<file path="src/rtl/cdb_arbiter.sv">
// Common data bus arbiter: per-source {tag,data} queues, round-robin grant, one broadcast per cycle.
// Latency: an entry accepted into an empty queue is broadcast one edge later, from registered outputs.
// Backpressure: src_ready[i] drops while queue i is full; CDB_ARB_STATS_EN adds bcast_cnt/stall_cnt.

module cdb_fifo #(
    parameter int W     = 36,
    parameter int DEPTH = 2
) (
    input  logic                   clk,
    input  logic                   reset,
    input  logic                   push,
    input  logic [W-1:0]           push_dat,
    input  logic                   pop,
    output logic [W-1:0]           head_dat,
    output logic [$clog2(DEPTH):0] count
);
    localparam int PW = $clog2(DEPTH);
    localparam int CW = PW + 1;

    logic [W-1:0]  mem [DEPTH];
    logic [PW-1:0] wr_ptr;
    logic [PW-1:0] rd_ptr;

    // Storage carries no reset; only the pointers and count define validity.
    always_ff @(posedge clk) begin
        if (push) begin
            mem[wr_ptr] <= push_dat;
        end
    end

    always_ff @(posedge clk or negedge reset) begin
        if (!reset) begin
            wr_ptr <= '0;
            rd_ptr <= '0;
            count  <= '0;
        end else begin
            if (push) begin
                wr_ptr <= wr_ptr + PW'(1);
            end
            if (pop) begin
                rd_ptr <= rd_ptr + PW'(1);
            end
            case ({push, pop})
                2'b10:   count <= count + CW'(1);
                2'b01:   count <= count - CW'(1);
                default: count <= count;
            endcase
        end
    end

    assign head_dat = mem[rd_ptr];

endmodule

module cdb_arbiter #(
    parameter int NUM_SRC = 7,
    parameter int TAG_W   = 4,
    parameter int DATA_W  = 32,
    parameter int QDEPTH  = 2
) (
    input  logic                        clk,
    input  logic                        reset,
    input  logic [NUM_SRC-1:0]          src_valid,
    output logic [NUM_SRC-1:0]          src_ready,
    input  logic [NUM_SRC*TAG_W-1:0]    src_tag,
    input  logic [NUM_SRC*DATA_W-1:0]   src_data,
    output logic                        cdb_valid,
    output logic [TAG_W-1:0]            cdb_tag,
    output logic [DATA_W-1:0]           cdb_data,
    output logic [$clog2(NUM_SRC)-1:0]  cdb_src
`ifdef CDB_ARB_STATS_EN
    ,
    output logic [15:0]                 bcast_cnt,
    output logic [15:0]                 stall_cnt
`endif
);
    localparam int SW = $clog2(NUM_SRC);
    localparam int CW = $clog2(QDEPTH) + 1;

    typedef struct packed {
        logic [TAG_W-1:0]  tag;
        logic [DATA_W-1:0] data;
    } entry_t;

    entry_t             head  [NUM_SRC];
    logic [CW-1:0]      count [NUM_SRC];
    logic [NUM_SRC-1:0] push;
    logic [NUM_SRC-1:0] pop;
    logic [NUM_SRC-1:0] nonempty;

    logic               gnt_vld;
    logic [SW-1:0]      gnt_idx;
    logic [SW-1:0]      rr_ptr;
    logic [SW-1:0]      rr_nxt;

    genvar g;
    generate
        for (g = 0; g < NUM_SRC; g++) begin : g_src
            // Ready looks only at the registered count, so a same-edge pop never reopens a full queue.
            assign src_ready[g] = (count[g] != CW'(QDEPTH));
            assign nonempty[g]  = (count[g] != '0);
            assign push[g]      = src_valid[g] & src_ready[g];
            assign pop[g]       = gnt_vld && (gnt_idx == SW'(g));

            cdb_fifo #(
                .W     ($bits(entry_t)),
                .DEPTH (QDEPTH)
            ) u_q (
                .clk      (clk),
                .reset    (reset),
                .push     (push[g]),
                .push_dat ({src_tag[g*TAG_W +: TAG_W], src_data[g*DATA_W +: DATA_W]}),
                .pop      (pop[g]),
                .head_dat (head[g]),
                .count    (count[g])
            );
        end
    endgenerate

    // First non-empty queue at or after rr_ptr, wrapping past the last source.
    always_comb begin
        int            idx;
        logic [SW-1:0] idx_s;
        gnt_vld = 1'b0;
        gnt_idx = '0;
        idx     = 0;
        idx_s   = '0;
        for (int k = 0; k < NUM_SRC; k++) begin
            idx = int'(rr_ptr) + k;
            if (idx >= NUM_SRC) begin
                idx = idx - NUM_SRC;
            end
            idx_s = SW'(idx);
            if (!gnt_vld && nonempty[idx_s]) begin
                gnt_vld = 1'b1;
                gnt_idx = idx_s;
            end
        end
    end

    assign rr_nxt = (gnt_idx == SW'(NUM_SRC - 1)) ? '0 : gnt_idx + SW'(1);

    always_ff @(posedge clk or negedge reset) begin
        if (!reset) begin
            cdb_valid <= 1'b0;
            cdb_tag   <= '0;
            cdb_data  <= '0;
            cdb_src   <= '0;
            rr_ptr    <= '0;
        end else begin
            cdb_valid <= gnt_vld;
            if (gnt_vld) begin
                cdb_tag  <= head[gnt_idx].tag;
                cdb_data <= head[gnt_idx].data;
                cdb_src  <= gnt_idx;
                rr_ptr   <= rr_nxt;
            end else begin
                cdb_tag  <= '0;
                cdb_data <= '0;
                cdb_src  <= '0;
            end
        end
    end

`ifdef CDB_ARB_STATS_EN
    logic any_stall;
    assign any_stall = |(src_valid & ~src_ready);

    // bcast_cnt steps on the edge that loads a broadcast, so it already includes the cycle now on the bus.
    always_ff @(posedge clk or negedge reset) begin
        if (!reset) begin
            bcast_cnt <= '0;
            stall_cnt <= '0;
        end else begin
            if (gnt_vld && bcast_cnt != 16'hFFFF) begin
                bcast_cnt <= bcast_cnt + 16'd1;
            end
            if (any_stall && stall_cnt != 16'hFFFF) begin
                stall_cnt <= stall_cnt + 16'd1;
            end
        end
    end
`endif

endmodule
</file>
<file path="config.mk">
export PLATFORM = sky130hd
export DESIGN_NAME = cdb_arbiter
export DESIGN_NICKNAME = d
export VERILOG_FILES = /design/src/rtl/cdb_arbiter.sv
export SDC_FILE = /design/constraint.sdc
export NUM_CORES = 1
export LEC_CHECK = 0
export ABC_AREA = 1
export CAP_MARGIN = 5
export CORE_ASPECT_RATIO = 0.75
export CORE_MARGIN = 1
export CORE_UTILIZATION = 35
export DETAILED_ROUTE_END_ITERATION = 8
export HOLD_SLACK_MARGIN = 0.03
export PLACE_DENSITY = 0.65
export SLEW_MARGIN = 20
export SYNTH_ARGS = -nofsm -noshare
export SYNTH_HDL_FRONTEND = slang
export SYNTH_SLANG_ARGS = --single-unit
</file>
<file path="constraint.sdc">
create_clock -name clk -period 5.35 [get_ports clk]
set_input_delay 0.535 -clock clk [delete_from_list [all_inputs] [get_ports clk]]
set_output_delay 0.535 -clock clk [all_outputs]
set_load 0.05 [all_outputs]
</file>
# Yosys cells after proc, flatten, opt, wreduce, memory -nomap -nowiden
# Memory sizes are Yosys's and may differ from the RTL's.
# Index checks and enable logic that the tools add are counted.
[totals]
mem_count = 7
regBits = 71
mem_bits_rw = 504
word_cells = 222
[op_classes]
reduce_logical = 34
n_lt_le_gt_ge = 15
n_mux = 63
bitwise_logic = 8
n_eq_ne = 27
n_addsub = 42
[mem_list]
columns = ["memory", "words", "width", "rd", "rd_ports_with_merged_regs", "wr", "line_no", "source"]
rows = [
  ["g_src[0].u_q.mem", 2, 36, 1, 0, 1, "20", "logic [W-1:0] mem [DEPTH];"],
  ["g_src[1].u_q.mem", 2, 36, 1, 0, 1, "20", ""],
  ["g_src[2].u_q.mem", 2, 36, 1, 0, 1, "20", ""],
  ["g_src[3].u_q.mem", 2, 36, 1, 0, 1, "20", ""],
  ["g_src[4].u_q.mem", 2, 36, 1, 0, 1, "20", ""],
  ["g_src[5].u_q.mem", 2, 36, 1, 0, 1, "20", ""],
  ["+1 memories", "n/a", "n/a", "n/a", "n/a", "n/a", "n/a", ""],
]
[op_table]
columns = ["cell", "n"]
rows = [
  ["36-bit binary-select mux with 3-bit select", 1],
  ["36-bit two-way mux", 2],
  ["3-bit two-way mux", 16],
  ["32-bit two-way mux", 1],
  ["3-bit by 4-bit less-than comparator with 1-bit output (second input constant)", 7],
  ["1-bit two-way mux", 28],
  ["2-bit one-hot mux with 2 select lines", 7],
  ["2-bit nonzero test", 14],
  ["4-bit by 3-bit greater-or-equal comparator with 1-bit output (second input constant)", 6],
  ["1-bit binary-select mux with 3-bit select", 7],
  ["3-bit subtractor (second input constant)", 7],
  ["1-bit adder (second input constant)", 14],
  ["2-bit by 1-bit adder with 2-bit output (second input constant)", 7],
  ["2-bit by 1-bit equality test with 1-bit output (second input constant)", 7],
  ["2-bit equality test (second input constant)", 7],
  ["2-bit inequality test (second input constant)", 7],
  ["2-bit by 1-bit subtractor with 2-bit output (second input constant)", 7],
  ["1-bit logical AND", 13],
  ["3-bit by 3-bit adder with 4-bit output (second input constant)", 3],
  ["3-bit equality test (second input constant)", 3],
  ["3-bit by 2-bit adder with 4-bit output (second input constant)", 2],
  ["1-bit AND", 7],
  ["3-bit by 2-bit equality test with 1-bit output (second input constant)", 2],
  ["1-bit logical NOT", 6],
  ["other kinds (8)", 8],
]

# Longest topological paths before layout
[depth]
ltp_word = 28
mapped_depth = 30

# Cells and area by module
# A second synthesis with hierarchy kept.
[unflattened]
hier_cells = 2802
hier_area_um2 = 27782.9
[by_module_without_submodules]
columns = ["mod", "seq_area_each_um2", "cells_per_inst", "area_each_um2", "instances"]
rows = [
  ["cdb_fifo", 2262.2, 210, 3010.4, 7],
  ["cdb_arbiter", 1076.0, 1332, 6710.2, 1],
]

# Worst setup path after synthesis
# No wires, ideal clock.
[synth_timing]
kind = "flip-flop to flip-flop"
from = "register rr_ptr[1]"
to = "register g_src[3].u_q.count[1]"
synth_period_minus_slack_ns = 4.045
t_arrival_ns = 3.915
stages_incl_launch_ff = 28
path_buffers = 2
slack_ns = 1.305
cell_sequence = "dfrtp_1 inv_1 ha_1 inv_1 fa_1 o21ai_1 inv_1 nand3_1 nand2_1 nand2_1 nand2_2 nand3_2 nor2_1 nor2_1 nand2_1 nor2_2 nand2_1 nor2_4 buf_6 buf_6 nor2_1 ha_1 nand2_1 inv_1 ha_1 a21oi_1 o21ai_0 xor2_1"
[synth_via]
elab_chain_len = 27
[synth_rtl]
columns = ["element", "line_no", "source"]
rows = [
  ["from (decl)", "93", "logic [SW-1:0] rr_ptr;"],
  ["from (signal assigned)", "156", "rr_ptr <= rr_nxt;"],
  ["parallel branches: the longest is 24 deep, another holds 3-bit by 1-bit adder with 4-bit output", "n/a", ""],
  ["1-bit logical AND *", "103", "assign pop[g] = gnt_vld && (gnt_idx == SW'(g));"],
  ["named net g_src[3].u_q.pop", "13", "input logic pop,"],
  ["2-bit by 1-bit equality test with 1-bit output / 2-bit equality test (equally long branches)", "43", "case ({push, pop})"],
  ["2-bit one-hot mux with 2 select lines / 2-bit nonzero test (equally long branches)", "n/a", ""],
  ["to (signal assigned)", "44", "2'b10: count <= count + CW'(1);"],
  ["to (signal assigned)", "45", "2'b01: count <= count - CW'(1);"],
  ["to (signal assigned)", "46", "default: count <= count;"],
  ["to (decl)", "15", "output logic [$clog2(DEPTH):0] count"],
]
# Mark *: on every way through the listed nets, which the timed path passes. The select of a mux whose other input is x is not followed.
# A chain may end at the register's enable or synchronous reset.

# Worst setup path in the final report
[layout_timing]
from = "register rr_ptr[0]"
to = "register g_src[4].u_q.count[1]"
[layout_via]
elab_chain_len = 27
[layout_rtl]
columns = ["element", "line_no"]
rows = [
  ["parallel branches: the longest is 24 deep, another holds 3-bit by 1-bit adder with 4-bit output", "n/a"],
  ["1-bit logical AND *", "103"],
  ["named net g_src[4].u_q.pop", "13"],
  ["2-bit by 1-bit equality test with 1-bit output / 2-bit equality test (equally long branches)", "43"],
  ["2-bit one-hot mux with 2 select lines / 2-bit nonzero test (equally long branches)", "n/a"],
  ["to (signal assigned)", "44"],
  ["to (signal assigned)", "45"],
  ["to (signal assigned)", "46"],
  ["to (decl)", "15"],
]
# Marked as above.

==> summary.md <==
| Metric | Value |
|---|---|
| Syn_area_per_cell | 11.8 um^2 |
| CTS tree | done |
| Crit path launch type | flop |
| Slew headroom | 29.5% |
| First-pass GRT wire length | 110 mm |
| DR vias/cell | 4.99 |
| Initial Utilization | 35.6% |
| Core Box Area | 0.0689 mm^2 |
| Post-route antenna net violation count | 0 |
| Synth top area share | 61.7% |
| Worst-path clk slew | 60 ps |
| Cell repeated most along the worst path | nand2_1 |
| Wire length per cell | 22.5 um |
| Slowest-stage cell, CP | dfrtp_1 |
| DRC violation count after routing | 0 |
| CTS root buf | clkbuf_16 |
| Sequential area share after synthesis | 68.9% |
| Worst Path Buf+Inv | 5 |
| Via count | 16862 |
| Resized cells post-CTS | 0 |
| Clock Path Buffers | 3 |
| Commonest non-fill, non-tap cell in the layout | nand2_1 |
| Total Die Area | 0.0712 mm^2 |
| Top-Level Pins | 308 |
| Highest clock rate | 208 MHz |
| PortBufs | 307 |
| Die Y | 231 um |
| Register area | 0.0169 mm^2 |
| Mapped Area | 0.0245 mm^2 |
| Layout cells sized above 1 | 7.61% |
| Drt first pass iters | 6 |
| Grt ovf | 0 |
| Most frequent cells in the layout | nand2_1 (702), edfxtp_1 (504), clkdlybuf4s50_1 (306), nand3_1 (183), mux2i_1 (158) |
| Largest net degree at the start of global routing | 101 |
| Initial antenna violation count | 13 |
| Final Max Slew Viols | 0 |
| FF+latch count, synth | 575 |
| Final WL | 76.1 mm |
| Main area contributors after synthesis | edfxtp_1 (62%), nand2_1 (11%), dfrtp_1 (7.2%) |
| GP Congestion | 0.870 |
| Worst path depth | 23 |
| Worst EP required | 5840 ps |
| GRT Total Usage | 21.3% |
| Final period util | 89.9% |
| Clock Skew | 15.6 ps |
| Crit path largest cell delay | 760 ps |
| DRT iter0 DRCs | 1689 |
| Syn Nets | 2357 |
| Post-CTS setup buffers | 0 |
| Site Rows | 83 |
| Layout filler cell count | 6276 |
| P&R area growth vs syn | 24.9% |
| Max-cap viol count | 0 |
| FF-to-FF path depth | 23 |
| Syn. warnings | 0 |
| Crit path capture type | flop |
| Hold-fix buffers, CTS | 1 |
| RSZ-0062 raised after global routing | no |
| Min-Delay Path Class | input port to asynchronous set/reset pin |
| WP data arrival | 5290 ps |
| Final setup viols | 0 |
| Setup TNS | 0 ps |
| Area occupied by multi-input gates | 0.00703 mm^2 |
| CP Class | flop to flop |
| Tmin final | 4810 ps |
| Hpwl dp | 54.7 mm |
| CTS sink cnt | 575 |
| Die width | 308 um |
| Worst slew pin tran | 1050 ps |
| Hold Violations, Final | 0 |
| Vias in the first global route | 16709 |
| Number of CTS-inserted buffers | 58 |
| Delay-heaviest family, CP | simple AND/OR/NAND/NOR gates |
| Critical-path cell list | inv_2, ha_1, inv_2, nand2_1, nand2_1, nand2_1, nand2_2, inv_2, nand3_1, nand2_2, nand2_4, nor2_8, nand4_2, nor2_1, nand2_1, nand2_2, buf_4, nand2_1, inv_1, ha_1, a21oi_1, o21ai_0, xnor2_1 |
| Htree depth | 2 |
| Insertion delay to the later sink of the worst-skew pair | 600 ps |
| Final nets | 2679 |
| Synth cell types | 39 |
| CP Max Fanout | 31 |
| Cells after Synth | 2074 |
| Status | finished, final reports clean |
| Largest area contributor in the synthesized netlist | edfxtp_1 |
==> kinds of logic after synthesis <==
family / synth area share [%]
AND/OR/NAND/NOR: 17.7
flip-flops: 68.9
multiplexers: 6.45
buffers and inverters: 2.86
AO/OA/AOI/OAI: 2.19
adder cells (fa/ha/maj): 1.15
XOR/XNOR: 0.714
==> cells in the mapped netlist (all sizes together) <==
cell type and number:
fa 1, edfxtp 504, xor2 6, ha 21, clkinv 2, xnor2 14, buf 52, a21oi 15
dfrtp 71, clkbuf 33, nand3b 1, a21o 1, nand4 7, or2 3, nor2 125, nor3 3
nand3 189, nand2 717, o31ai 1, o211ai 4, inv 64, o21ai 82, mux2i 158
==> registers in the layout, summed over array words and instances (netlist names) <==
register / flops
cdb_tag: 4
g_src.u_q.wr_ptr: 7
g_src.u_q.mem: 504
cdb_src: 3
g_src.u_q.count: 14
rr_ptr: 3
cdb_data: 32
g_src.u_q.rd_ptr: 7
cdb_valid: 1
==> per-layer routing <==
layer / routed length [um] / track usage, % / vias up
met5: 98 / 0 / -
met4: 1510 / 5.02 / 16
met3: 6800 / 5.76 / 108
met2: 32700 / 31.2 / 656
met1: 35100 / 31.1 / 8261
li1: - / - / 7821
==> final timing paths <==
path,from,endpoint,slack (ps)
setup / recovery,rr_ptr[0],g_src[4].u_q.count[1],540
min in group clk,g_src[1].u_q.count[1],g_src[1].u_q.count[1],510
setup reg to reg,rr_ptr[0],g_src[4].u_q.count[1],540
max in group asynchronous,reset,g_src[4].u_q.rd_ptr,3870
hold reg to reg,g_src[1].u_q.count[1],g_src[1].u_q.count[1],510
hold / removal,reset,cdb_data[6],430
==> per-stage QoR <==
| stage | hold slack (ps) | setup WS, ps | util [%] | cell area [um^2] | std cells |
|---|---|---|---|---|---|
| floorplan | 239 | 1300 | - | 24500 | 2074 |
| global placement | 487 | 680 | 41.7 | 28700 | 3265 |
| detailed placement | 494 | 655 | 41.9 | 28800 | 3270 |
| CTS | 434 | 617 | 44.5 | 30600 | 3378 |
| global route | 470 | 78.3 | 44.5 | 30700 | 3380 |
| finish | 433 | 541 | 44.5 | 30700 | 3382 |
==> final cells by class <==
class | instances | share of cell area (%)
Inverter | 66 | 0.808
Tap cell | 935 | 3.82
Sequential cell | 575 | 55.2
Multi-Input combinational cell | 1348 | 22.9
Timing Repair Buffer | 347 | 11.4
Antenna cell | 4 | 0.0327
Clock inverter | 22 | 0.490
Clock buffer | 85 | 5.36
Power is left out: the tool's default activity adds up to more than one toggle a clock period on the data nets, which glitch-free logic cannot reach.
